$ cat config.mk
export PLATFORM = sky130hd
export DESIGN_NAME = writeback_queue
export DESIGN_NICKNAME = d
export VERILOG_FILES = /design/src/rtl/writeback_queue.sv
export SDC_FILE = /design/constraint.sdc
export NUM_CORES = 1
export LEC_CHECK = 0
export CAP_MARGIN = 20
export CORE_UTILIZATION = 45
export DETAILED_ROUTE_END_ITERATION = 8
export PLACE_DENSITY = 0.79
export SLEW_MARGIN = 10
export SYNTH_ARGS = -nofsm -noshare
export SYNTH_HDL_FRONTEND = slang
export SYNTH_SLANG_ARGS = --single-unit
$ cat constraint.sdc
create_clock -name clk -period 4.5 [get_ports clk]
set_input_delay 0.9 -clock clk [delete_from_list [all_inputs] [get_ports clk]]
set_output_delay 0.9 -clock clk [all_outputs]
set_load 0.005 [all_outputs]
$ cat src/rtl/writeback_queue.sv
// Writeback queue: merges ALU and load-unit register writes into one FIFO
// that drains one entry per cycle into a registered register-file write port.
module writeback_queue #(
  parameter int DEPTH      = 4,
  parameter int DATA_WIDTH = 32,
  parameter int SEL_WIDTH  = 4
) (
  input  logic                       clk,
  input  logic                       rst_n,
  input  logic                       alu_valid,
  input  logic [SEL_WIDTH-1:0]       alu_sel,
  input  logic [DATA_WIDTH-1:0]      alu_data,
  output logic                       alu_ready,
  input  logic                       ld_valid,
  input  logic [SEL_WIDTH-1:0]       ld_sel,
  input  logic [DATA_WIDTH-1:0]      ld_data,
  output logic                       ld_ready,
  output logic                       out_write_en,
  output logic [SEL_WIDTH-1:0]       out_write_sel,
  output logic [DATA_WIDTH-1:0]      out_write_data,
  input  logic [SEL_WIDTH-1:0]       query_sel_ra,
  input  logic [SEL_WIDTH-1:0]       query_sel_rb,
  input  logic [SEL_WIDTH-1:0]       query_sel_rc,
  output logic                       pending_ra,
  output logic                       pending_rb,
  output logic                       pending_rc,
  output logic [$clog2(DEPTH):0]     count,
  output logic                       full,
  output logic                       empty
);

  localparam int PW = $clog2(DEPTH);
  localparam int CW = PW + 1;

  logic [PW-1:0]         head_q, head_d;
  logic [PW-1:0]         tail_q, tail_d;
  logic [CW-1:0]         count_q, count_d;
  logic                  out_en_q, out_en_d;
  logic [SEL_WIDTH-1:0]  out_sel_q, out_sel_d;
  logic [DATA_WIDTH-1:0] out_data_q, out_data_d;

  logic [SEL_WIDTH-1:0]  sel_mem  [DEPTH];
  logic [DATA_WIDTH-1:0] data_mem [DEPTH];

  logic [CW-1:0]         free;
  logic                  ld_enq, alu_enq, pop;
  logic                  wr0_en, wr1_en;
  logic [SEL_WIDTH-1:0]  wr0_sel, wr1_sel;
  logic [DATA_WIDTH-1:0] wr0_data, wr1_data;
  logic [PW-1:0]         wr0_ptr, wr1_ptr;
  logic [CW-1:0]         n_enq;
  logic [DEPTH-1:0]      entry_valid;
  logic                  hit_ra, hit_rb, hit_rc;

  // Free space is taken from the registered count, so a pop this cycle never frees a slot early.
  assign free      = CW'(DEPTH) - count_q;
  assign ld_ready  = rst_n & (free != '0);
  assign alu_ready = rst_n & ((free >= CW'(2)) | ((free != '0) & ~ld_valid));

  assign ld_enq  = ld_valid  & ld_ready  & (ld_sel  != '0);
  assign alu_enq = alu_valid & alu_ready & (alu_sel != '0);
  assign pop     = (count_q != '0);

  always_comb begin
    wr0_en   = 1'b0;
    wr0_sel  = ld_sel;
    wr0_data = ld_data;
    wr1_en   = 1'b0;
    wr1_sel  = alu_sel;
    wr1_data = alu_data;
    if (ld_enq) begin
      wr0_en = 1'b1;
      wr1_en = alu_enq;
    end else if (alu_enq) begin
      wr0_en   = 1'b1;
      wr0_sel  = alu_sel;
      wr0_data = alu_data;
    end
  end

  assign wr0_ptr = tail_q;
  assign wr1_ptr = tail_q + PW'(1);
  assign n_enq   = CW'(wr0_en) + CW'(wr1_en);

  always_comb begin
    count_d    = count_q + n_enq - CW'(pop);
    tail_d     = tail_q + PW'(n_enq);
    head_d     = head_q + PW'(pop);
    out_en_d   = pop;
    out_sel_d  = out_sel_q;
    out_data_d = out_data_q;
    if (pop) begin
      out_sel_d  = sel_mem[head_q];
      out_data_d = data_mem[head_q];
    end
  end

  always_ff @(posedge clk or negedge rst_n) begin
    if (!rst_n) begin
      head_q     <= '0;
      tail_q     <= '0;
      count_q    <= '0;
      out_en_q   <= 1'b0;
      out_sel_q  <= '0;
      out_data_q <= '0;
    end else begin
      head_q     <= head_d;
      tail_q     <= tail_d;
      count_q    <= count_d;
      out_en_q   <= out_en_d;
      out_sel_q  <= out_sel_d;
      out_data_q <= out_data_d;
    end
  end

  // Storage is not reset; only entries inside the head/count window are meaningful.
  always_ff @(posedge clk) begin
    if (wr0_en) begin
      sel_mem[wr0_ptr]  <= wr0_sel;
      data_mem[wr0_ptr] <= wr0_data;
    end
    if (wr1_en) begin
      sel_mem[wr1_ptr]  <= wr1_sel;
      data_mem[wr1_ptr] <= wr1_data;
    end
  end

  always_comb begin
    entry_valid = '0;
    hit_ra      = 1'b0;
    hit_rb      = 1'b0;
    hit_rc      = 1'b0;
    for (int i = 0; i < DEPTH; i++) begin
      logic [PW-1:0] offset;
      offset         = PW'(i) - head_q;
      entry_valid[i] = ({1'b0, offset} < count_q);
      if (entry_valid[i] && sel_mem[i] == query_sel_ra) hit_ra = 1'b1;
      if (entry_valid[i] && sel_mem[i] == query_sel_rb) hit_rb = 1'b1;
      if (entry_valid[i] && sel_mem[i] == query_sel_rc) hit_rc = 1'b1;
    end
  end

  assign pending_ra = (query_sel_ra != '0) &
                      (hit_ra | (out_en_q & (out_sel_q == query_sel_ra)));
  assign pending_rb = (query_sel_rb != '0) &
                      (hit_rb | (out_en_q & (out_sel_q == query_sel_rb)));
  assign pending_rc = (query_sel_rc != '0) &
                      (hit_rc | (out_en_q & (out_sel_q == query_sel_rc)));

  assign out_write_en   = out_en_q;
  assign out_write_sel  = out_sel_q;
  assign out_write_data = out_data_q;
  assign count          = count_q;
  assign full           = (count_q == CW'(DEPTH));
  assign empty          = (count_q == '0);

endmodule

# Word level (Yosys, flattened, before mapping)
# Memories as Yosys holds them, arrays and structs flattened. A register that Yosys moved wholly into a read port is not among the register bits.
# Cells that the tools add are included.
dict set report totals {
  reg_bits 8
  ramBits 144
  inputBits 88
  output_inout_bits 47
  word_cells 101
  mem_count 2
}
dict set report classes {
  n_addsub 11
  order_cmp 5
  n_eq_ne 16
  mux 23
  n_bitwise 18
  reduce_logical 22
}
# memory words word_bits read_ports rd_clocked_by_memory_dff write_ports line
set mem_list {}
lappend mem_list {data_mem 4 32 1 1 2 43} ;# logic [DATA_WIDTH-1:0] data_mem [DEPTH];
lappend mem_list {sel_mem 4 4 5 1 2 42} ;# logic [SEL_WIDTH-1:0] sel_mem [DEPTH];
# op n
set ops {}
lappend ops {{32-bit two-way mux} 2}
lappend ops {{4-bit == test} 15}
lappend ops {{4-bit nonzero test} 5}
lappend ops {{1-bit two-way mux} 19}
lappend ops {{1-bit bitwise AND} 13}
lappend ops {{1-bit logical AND} 12}
lappend ops {{2-bit by 3-bit less-than comparator with 1-bit output} 4}
lappend ops {{4-bit two-way mux} 2}
lappend ops {{3-bit nonzero test} 2}
lappend ops {{1-bit OR} 4}
lappend ops {{1-bit by 2-bit subtractor with 2-bit output, first input constant} 2}
lappend ops {{2-bit subtractor, first input constant} 2}
lappend ops {{3-bit by 2-bit adder with 3-bit output} 1}
lappend ops {{3-bit == test, second input constant} 1}
lappend ops {{3-bit by 2-bit >= comparator with 1-bit output, second input constant} 1}
lappend ops {{3-bit zero test} 1}
lappend ops {{3-bit by 1-bit subtractor with 3-bit output} 1}
lappend ops {{3-bit subtractor, first input constant} 1}
lappend ops {{1-bit by 1-bit adder with 2-bit output} 1}
lappend ops {{2-bit by 1-bit adder with 2-bit output} 1}
lappend ops {{2-bit by 1-bit adder with 2-bit output, second input constant} 1}
lappend ops {{2-bit adder} 1}
lappend ops {{1-bit zero test} 2}
lappend ops {{1-bit inverter} 1}

# Depth between registers and ports, before layout
# Gate-level depths: netlist of the first run.
dict set report depth {
  ltp_word 12
  ltp_mapped 14
  mapped_depth_nobuf 14
}

# Least setup slack after synthesis of the first run
# No wires, ideal clock.
dict set report synth_timing {
  path_kind {reg-to-reg}
  start {reg count_q[0] (netlist: count[0])}
  end {mem data_mem[1][0] (enable)}
  arrival_time_ps 4527
  required_ps 4018
  setup_slack_ps -508
  path_stages_with_launch 10
  period_less_slack_ps 5008
  cell_sequence {dfrtp_1 -> inv_1 -> ha_1 -> ha_1 -> a21boi_0 -> nand3_2 -> inv_1 -> ha_1 -> nor2_1 -> nor3b_1}
}
# element line
set synth_lines {}
lappend synth_lines {{start: declaration} 37} ;# logic [CW-1:0] count_q, count_d;
lappend synth_lines {{start signal: assignment} 109} ;# count_q <= count_d;
lappend synth_lines {{end: declaration} 43}

# Final worst setup path of the first run
dict set report layout_timing {
  start {in query_sel_rc[2]}
  end {out pending_rc}
}
dict set report layout_between {
  elab_chain_cells 8
  word_cells_on_any_way 17
}
# element line
set layout_rtl {}
lappend layout_rtl {{start: declaration} 23} ;# input logic [SEL_WIDTH-1:0] query_sel_rc,
lappend layout_rtl {{4-bit == test} 139} ;# if (entry_valid[i] && sel_mem[i] == query_sel_rc) hit_rc = 1'b1;
lappend layout_rtl {{1-bit logical AND} 139}
lappend layout_rtl {{1-bit two-way mux (4 in series)} 139}
lappend layout_rtl {{1-bit OR} 148} ;# (hit_rc | (out_en_q & (out_sel_q == query_sel_rc)));
lappend layout_rtl {{1-bit bitwise AND (*)} 147} ;# assign pending_rc = (query_sel_rc != '0) &
lappend layout_rtl {{end: declaration} 26} ;# output logic pending_rc,
# Every way passes the cells marked *; elsewhere a longest branch is shown, timed or not.

==> impl_metrics.py, run 1 <==
metrics = {
    "logic_synthesis": {
        "synth-edff-count": 144,
        "avgSynthCellArea_um2": 14.6,
        "yosysSeqAreaShare": 0.547,
        "ys_ff_latch": 188,
        "synth_nets": 786,
        "synthArstFlopShare": 0.234,
        "netlist_area_mm2": 0.00992,
        "ys_warn_count": 0,
        "synth.distinct_cells": 45,
        "syn_inst": 681,
        "synth_top_flop_cell": "edfxtp_1",
    },
    "drt": {
        "postRouteAntennaNets": 0,
        "wire_per_inst_um": 20.4,
        "drc": 0,
        "drtPass1Iterations": 5,
        "viasPerCell": 5.43,
        "num_vias": 5944,
        "first_iter_violations": 311,
        "drt_wl_total_mm": 22.3,
    },
    "cts": {
        "cts_resized": 0,
        "cts_setup_buffers": 0,
        "clk_pin_slew_ns": 0.07,
        "htreeDepth": 4,
        "numCtsBuffers": 17,
        "clock-root-buffer": "clkbuf_16",
        "cts_hold_buf": 0,
        "clock_latency_ns": 0.43,
        "clock_tree.buffer_depth": 2,
        "cts_num_sinks": 188,
        "cts_tree": "yes",
    },
    "setup_path": {
        "worstSetupPathType": "primary input to primary output",
        "arrival_ns": 2.92,
        "path_max_fanout": 6,
        "start_kind": "primary input",
        "cp.required_ns": 3.60,
        "cp-end-kind": "primary output",
    },
    "cells_and_area": {
        "fin_nets": 910,
        "multi_input_area_mm2": 0.00422,
        "fin_cells": 1094,
        "drive_above_1_share": 0.291,
        "area_delta_synth_final_pct": 22.2,
        "fin_util": 0.569,
        "seqCellArea_mm2": 0.00543,
        "fillers": 1649,
        "final_common_cell": "edfxtp_1",
        "mostFrequentLayoutCells": "edfxtp_1, clkdlybuf4s50_1, mux2_2, nand2_1, xor2_1",
    },
    "power": {
        "seqPwrFrac": 0.393,
        "power_density_mw_per_mm2": 609,
        "leakage_nw": 4.53,
        "p_switching_w": 0.00242,
        "switching_share": 0.327,
        "combPwrFrac": 0.399,
        "p_int_w": 0.00497,
        "vdd_drop_max_v": 0.000287,
        "p_clk_frac": 0.208,
        "finalPower_w": 0.00738,
    },
    "job": {
        "maxCapViolations": 0,
    },
    "grt": {
        "grt_antenna_before_repair": 1,
        "grt_pass1_vias": 6202,
        "grt_overflow": 0,
        "grt_max_degree": 47,
        "grt_pass1_wl_mm": 34.5,
        "grt_usage": 0.209,
    },
    "worst_hold_path": {
        "hold_path_class": "flip-flop to flip-flop",
    },
    "sta": {
        "rsz0062_at_grt": "false",
        "worst_pin_slew_ns": 1.04,
        "finalSetupViolCount": 0,
        "fmax_mhz": 262,
        "slew_violations": 0,
        "fin_tns_setup_ns": 0,
        "fin_crit_sh": 0.849,
        "finalClockSkew_ns": 0.00803,
        "layout_min_cycle_time_ns": 3.82,
        "hold_viol": 0,
        "relSlewSlack": 0.306,
    },
    "outcome": {
        "status": "complete, no violations",
    },
    "floorplan": {
        "die_w_um": 150,
        "coreArea_mm2": 0.0213,
        "die_area_mm2": 0.0226,
        "initial_utilization": 0.466,
        "rows": 53,
        "die_y_um": 150,
        "io_pins": 135,
    },
    "placed_design": {
        "post-place-cells": 1061,
        "gp_congestion": 0.917,
        "hpwl_mm": 14.5,
        "io_buffers": 134,
    },
}
power groups by stage:
| stage | Sequential, W | Combinational, W | Clock [W] |
|---|---|---|---|
| floorplan | 0.00284 | 0.00192 | 0 |
| global placement | 0.00292 | 0.00292 | 0 |
| detailed placement | 0.00294 | 0.00297 | 0 |
| CTS | 0.00291 | 0.00299 | 0.00156 |
| global route | 0.00296 | 0.00322 | 0.00163 |
| finish | 0.00291 | 0.00294 | 0.00153 |
synth_stat cells (4+ instances only):
| cell | number | area, µm² |
|---|---|---|
| mux2_4 | 30 | 450 |
| nor2_1 | 6 | 22.5 |
| buf_6 | 4 | 45.0 |
| mux4_2 | 36 | 811 |
| a31oi_1 | 4 | 25.0 |
| xnor2_1 | 22 | 193 |
| mux2_2 | 114 | 1280 |
| nor4_1 | 12 | 75.1 |
| xor2_1 | 44 | 385 |
| ha_1 | 16 | 200 |
| clkbuf_1 | 22 | 82.6 |
| nand2_1 | 115 | 432 |
| buf_4 | 6 | 45.0 |
| edfxtp_1 | 144 | 4320 |
| inv_1 | 12 | 45.0 |
| dfrtp_1 | 44 | 1100 |
| buf_2 | 4 | 20.0 |
area by class of cell:
| type | count | share of cell area |
|---|---|---|
| Inverter | 13 | 0.00403 |
| Timing Repair Buffer | 147 | 0.122 |
| Clock buffer | 19 | 0.0357 |
| Sequential cell | 188 | 0.448 |
| Multi-Input combinational cell | 438 | 0.348 |
| Clock inverter | 13 | 0.0135 |
| Tap cell | 275 | 0.0284 |
| Antenna cell | 1 | 0.000206 |
state kept, by name, summed over array words and instances, names as in the netlist:
name / cells
out_write_sel: 4
head_q: 2
sel_mem: 16
out_write_data: 32
data_mem: 128
out_write_en: 1
tail_q: 2
count: 3
critical path, stage by stage:
cell and delay (ns):
clkdlybuf4s50_1 0.58, xor2_1 0.22, nor4_1 0.34, a22oi_1 0.14, a31oi_1 0.21, clkdlybuf4s50_1 0.53
worst paths after layout:
check / slack (ns) / end / cells past startpoint / startpoint
hold reg to reg: 0.47 / out_write_data[16]$_DFFE_PN0N_ / 2 / out_write_data[16]$_DFFE_PN0N_
setup / recovery: 0.68 / pending_rc / 6 / query_sel_rc[2]
hold / removal: 0.47 / out_write_data[16]$_DFFE_PN0N_ / 2 / out_write_data[16]$_DFFE_PN0N_
setup reg to reg: 0.72 / data_mem[1][10]$_DFFE_PP_ / 10 / count[1]$_DFF_PN0_
max in group asynchronous: 3.39 / head_q[1]$_DFF_PN0_ / 2 / rst_n
min in group asynchronous: 0.63 / out_write_sel[1]$_DFFE_PN0N_ / 2 / rst_n
cells by family after synthesis:
group,Yosys count,share of synthesized area
DFF,188,0.547
muxes,180,0.257
and+or+nand+nor,152,0.0665
xor gates and xnor gates,66,0.0583
buffers and inverters,55,0.0315
AOI/OAI and AO/OA,23,0.0177
adders and majority gates,17,0.0222
stage by stage:
stage                     worst slack, ns  instance area [µm²]  hold WS (ns)
after floorplan                     0.719                 9930         0.465
after global placement              0.674                11500         0.455
after detailed placement            0.657                11500         0.462
after CTS                           0.677                12100         0.479
after global routing                0.535                12100         0.499
final                               0.680                12100         0.475
layer usage:
metal / vias to the layer above / global-route usage / part of all wire
met1: 2952 / 0.269 / 0.42
met2: 203 / 0.350 / 0.50
met5: - / 0 / 0
met4: 0 / 0.0727 / 0.017
li1: 2757 / - / -
met3: 32 / 0.0415 / 0.060
(Power assumes the default switching activity.)
==> run 2, diff against run 1 <==
--- a/config.mk
+++ b/config.mk
@@ -8,7 +8,7 @@
 export CAP_MARGIN = 20
 export CORE_UTILIZATION = 45
 export DETAILED_ROUTE_END_ITERATION = 8
-export PLACE_DENSITY = 0.79
+export PLACE_DENSITY = 0.77
 export SLEW_MARGIN = 10
 export SYNTH_ARGS = -nofsm -noshare
 export SYNTH_HDL_FRONTEND = slang
==> constraint.sdc (replaced) <==
create_clock -name clk -period 3.93 [get_ports clk]
set_input_delay 0.786 -clock clk [delete_from_list [all_inputs] [get_ports clk]]
set_output_delay 0.786 -clock clk [all_outputs]
set_load 0.005 [all_outputs]
==> run 2 against run 1 <==
  * First-iteration DRC count grew 2.3%
  * Combinational power up 16%
  * Hold slack worse by 0.0050 ns
  * Final area increased by 0.57%
  * Largest power group unchanged
  * Global-route usage increased by 0.28 points
  * Critical path type unchanged
  * Clock power up 16%
  * Utilization rose by 0.32 points
  * Wire length rose by 1.2%
  * Critical endpoint is now pending_ra
  * Highest routed layer is now met5
  * Sequential share of layout area shrank 0.25 points
==> impl_metrics.py, run 2 (synthesis gave the netlist of run 1 again) <==
metrics = {
    "cts": {
        "clock_latency_ns": 0.43,
        "htreeDepth": 4,
        "cts_tree": "yes",
        "clock_tree.buffer_depth": 2,
        "cts_setup_buffers": 0,
        "clock-root-buffer": "clkbuf_16",
        "numCtsBuffers": 17,
        "cts_resized": 0,
        "cts_num_sinks": 188,
        "clk_pin_slew_ns": 0.07,
        "cts_hold_buf": 0,
    },
    "placed_design": {
        "hpwl_mm": 14.8,
        "gp_congestion": 0.894,
        "io_buffers": 134,
        "post-place-ws_ns": 0.203,
    },
    "power": {
        "switching_share": 0.325,
        "vdd_drop_max_v": 0.000371,
        "p_int_w": 0.00573,
        "combPwrFrac": 0.403,
        "p_clk_frac": 0.210,
        "finalPower_w": 0.00850,
        "leakage_nw": 4.57,
        "power_density_mw_per_mm2": 697,
        "seqPwrFrac": 0.388,
        "p_switching_w": 0.00276,
    },
    "sta": {
        "fin_crit_sh": 0.917,
        "relSlewSlack": 0.280,
        "finalSetupViolCount": 0,
        "rsz0062_at_grt": "false",
        "hold_viol": 0,
        "fin_tns_setup_ns": 0,
        "timing.final.ws_setup_ns": 0.328,
        "worst_pin_slew_ns": 1.08,
        "slew_violations": 0,
        "layout_min_cycle_time_ns": 3.60,
        "hold_ws_ns": 0.470,
        "finalClockSkew_ns": 0.00824,
        "fmax_mhz": 278,
    },
    "drt": {
        "viasPerCell": 5.46,
        "wire_per_inst_um": 20.4,
        "drt_wl_total_mm": 22.5,
        "num_vias": 6026,
        "postRouteAntennaNets": 0,
        "drtPass1Iterations": 4,
        "first_iter_violations": 318,
        "drc": 0,
    },
    "worst_hold_path": {
        "hold_end": "out_write_data[0]$_DFFE_PN0N_",
        "hold_start": "out_write_data[0]$_DFFE_PN0N_",
        "min_delay_path_depth": 2,
        "hold_path_class": "flip-flop to flip-flop",
    },
    "setup_path": {
        "cp_cell_sequence": "clkdlybuf4s50_1 > xor2_1 > nor4_1 > a211oi_1 > a31oi_1 > clkdlybuf4s50_1",
        "reg2reg_slack_ns": 0.44,
        "cp_slowest_cell": "clkdlybuf4s50_1",
        "cpLargestDelayFamily": "buffers and inverters",
        "cp.required_ns": 3.14,
        "reg2reg_from": "count[1]$_DFF_PN0_",
        "ff2ff_path_depth": 10,
        "arrival_ns": 2.82,
        "slowest_delay_ns": 0.61,
        "start_kind": "primary input",
        "critical_path_buf_inv_count": 2,
        "rr_endpoint": "data_mem[1][27]$_DFFE_PP_",
        "worstSetupPathType": "primary input to primary output",
        "crit_top_cell": "clkdlybuf4s50_1",
        "path_max_fanout": 6,
        "cp-end-kind": "primary output",
    },
    "cells_and_area": {
        "drive_above_1_share": 0.301,
        "regMostFlops": "data_mem",
        "mostFrequentLayoutCells": "edfxtp_1, clkdlybuf4s50_1, mux2_2, nand2_1, xor2_1",
        "area_delta_synth_final_pct": 22.9,
        "final_common_cell": "edfxtp_1",
        "largest_register_ffs": 128,
        "fin_nets": 919,
    },
    "outcome": {
        "status": "complete, no violations",
    },
    "grt": {
        "grt_max_degree": 46,
        "grt_overflow": 0,
        "grt_pass1_vias": 6324,
        "grt_antenna_before_repair": 3,
        "grt_pass1_wl_mm": 35.0,
        "grt_usage": 0.211,
    },
    "floorplan": {
        "initial_utilization": 0.466,
        "die_area_mm2": 0.0226,
        "io_pins": 135,
        "coreArea_mm2": 0.0213,
        "die_w_um": 150,
        "rows": 53,
        "die_y_um": 150,
    },
    "job": {
        "maxCapViolations": 0,
    },
}
==> run 2: worst register-to-register path, stage by stage, from the launching register on <==
cell	delay [ns]
dfrtp_1	0.39
inv_1	0.20
ha_1	0.23
ha_2	0.28
a21boi_0	0.28
nand3_2	0.19
inv_1	0.09
ha_1	0.18
nor2_1	0.09
nor3b_4	0.78
buf_4	0.45
==> run 2: per-layer routing <==
layer	track usage	wire length [µm]
met1	0.257	9480
met2	0.368	11500
met3	0.0494	1180
met4	0.0702	414
met5	0	13
==> run 2: area by class of cell <==
class	count	area [µm²]
Sequential cell	188	5430
Clock inverter	12	164
Multi-Input combinational cell	438	4220
Fill cell	1695	9100
Inverter	13	48.8
Timing Repair Buffer	156	1540
Antenna cell	1	2.50
Tap cell	275	344
Clock buffer	20	447
==> run 2: through the flow <==
step                utilization  cells  cell area (µm²)
floorplan                     -    681             9930
global placement          0.544   1070            11600
detailed placement        0.544   1070            11600
CTS                       0.573   1102            12200
global route              0.573   1103            12200
finish                    0.573   1103            12200
==> run 2: worst max path at each step <==
stage | startpoint | slack (ns) | depth (start not counted) | to
2_1_floorplan | count[0]$_DFF_PN0_ | 0.15 | 7 | data_mem[0][0]$_DFFE_PP_
6_report | query_sel_ra[3] | 0.33 | 6 | pending_ra
5_1_grt | count[1]$_DFF_PN0_ | 0.17 | 10 | data_mem[1][27]$_DFFE_PP_
3_3_place_gp | alu_sel[0] | 0.23 | 8 | data_mem[1][27]$_DFFE_PP_
4_1_cts | query_sel_rb[0] | 0.36 | 6 | pending_rb
3_5_place_dp | alu_sel[0] | 0.20 | 8 | data_mem[1][27]$_DFFE_PP_
==> run 2: power by group through the flow <==
stage	registers [W]	logic (W)	clock network (W)
finish	0.00329	0.00342	0.00178
global route	0.00336	0.00374	0.00189
CTS	0.00331	0.00347	0.00180
detailed placement	0.00334	0.00346	0
global placement	0.00332	0.00340	0
floorplan	0.00325	0.00220	0
==> run 3, diff against run 2 <==
--- a/config.mk
+++ b/config.mk
@@ -5,7 +5,6 @@
 export SDC_FILE = /design/constraint.sdc
 export NUM_CORES = 1
 export LEC_CHECK = 0
-export CAP_MARGIN = 20
 export CORE_UTILIZATION = 45
 export DETAILED_ROUTE_END_ITERATION = 8
 export PLACE_DENSITY = 0.77
==> results of run 3 <==
No change in the layout: final DEF, timing and power equal those of run 2.
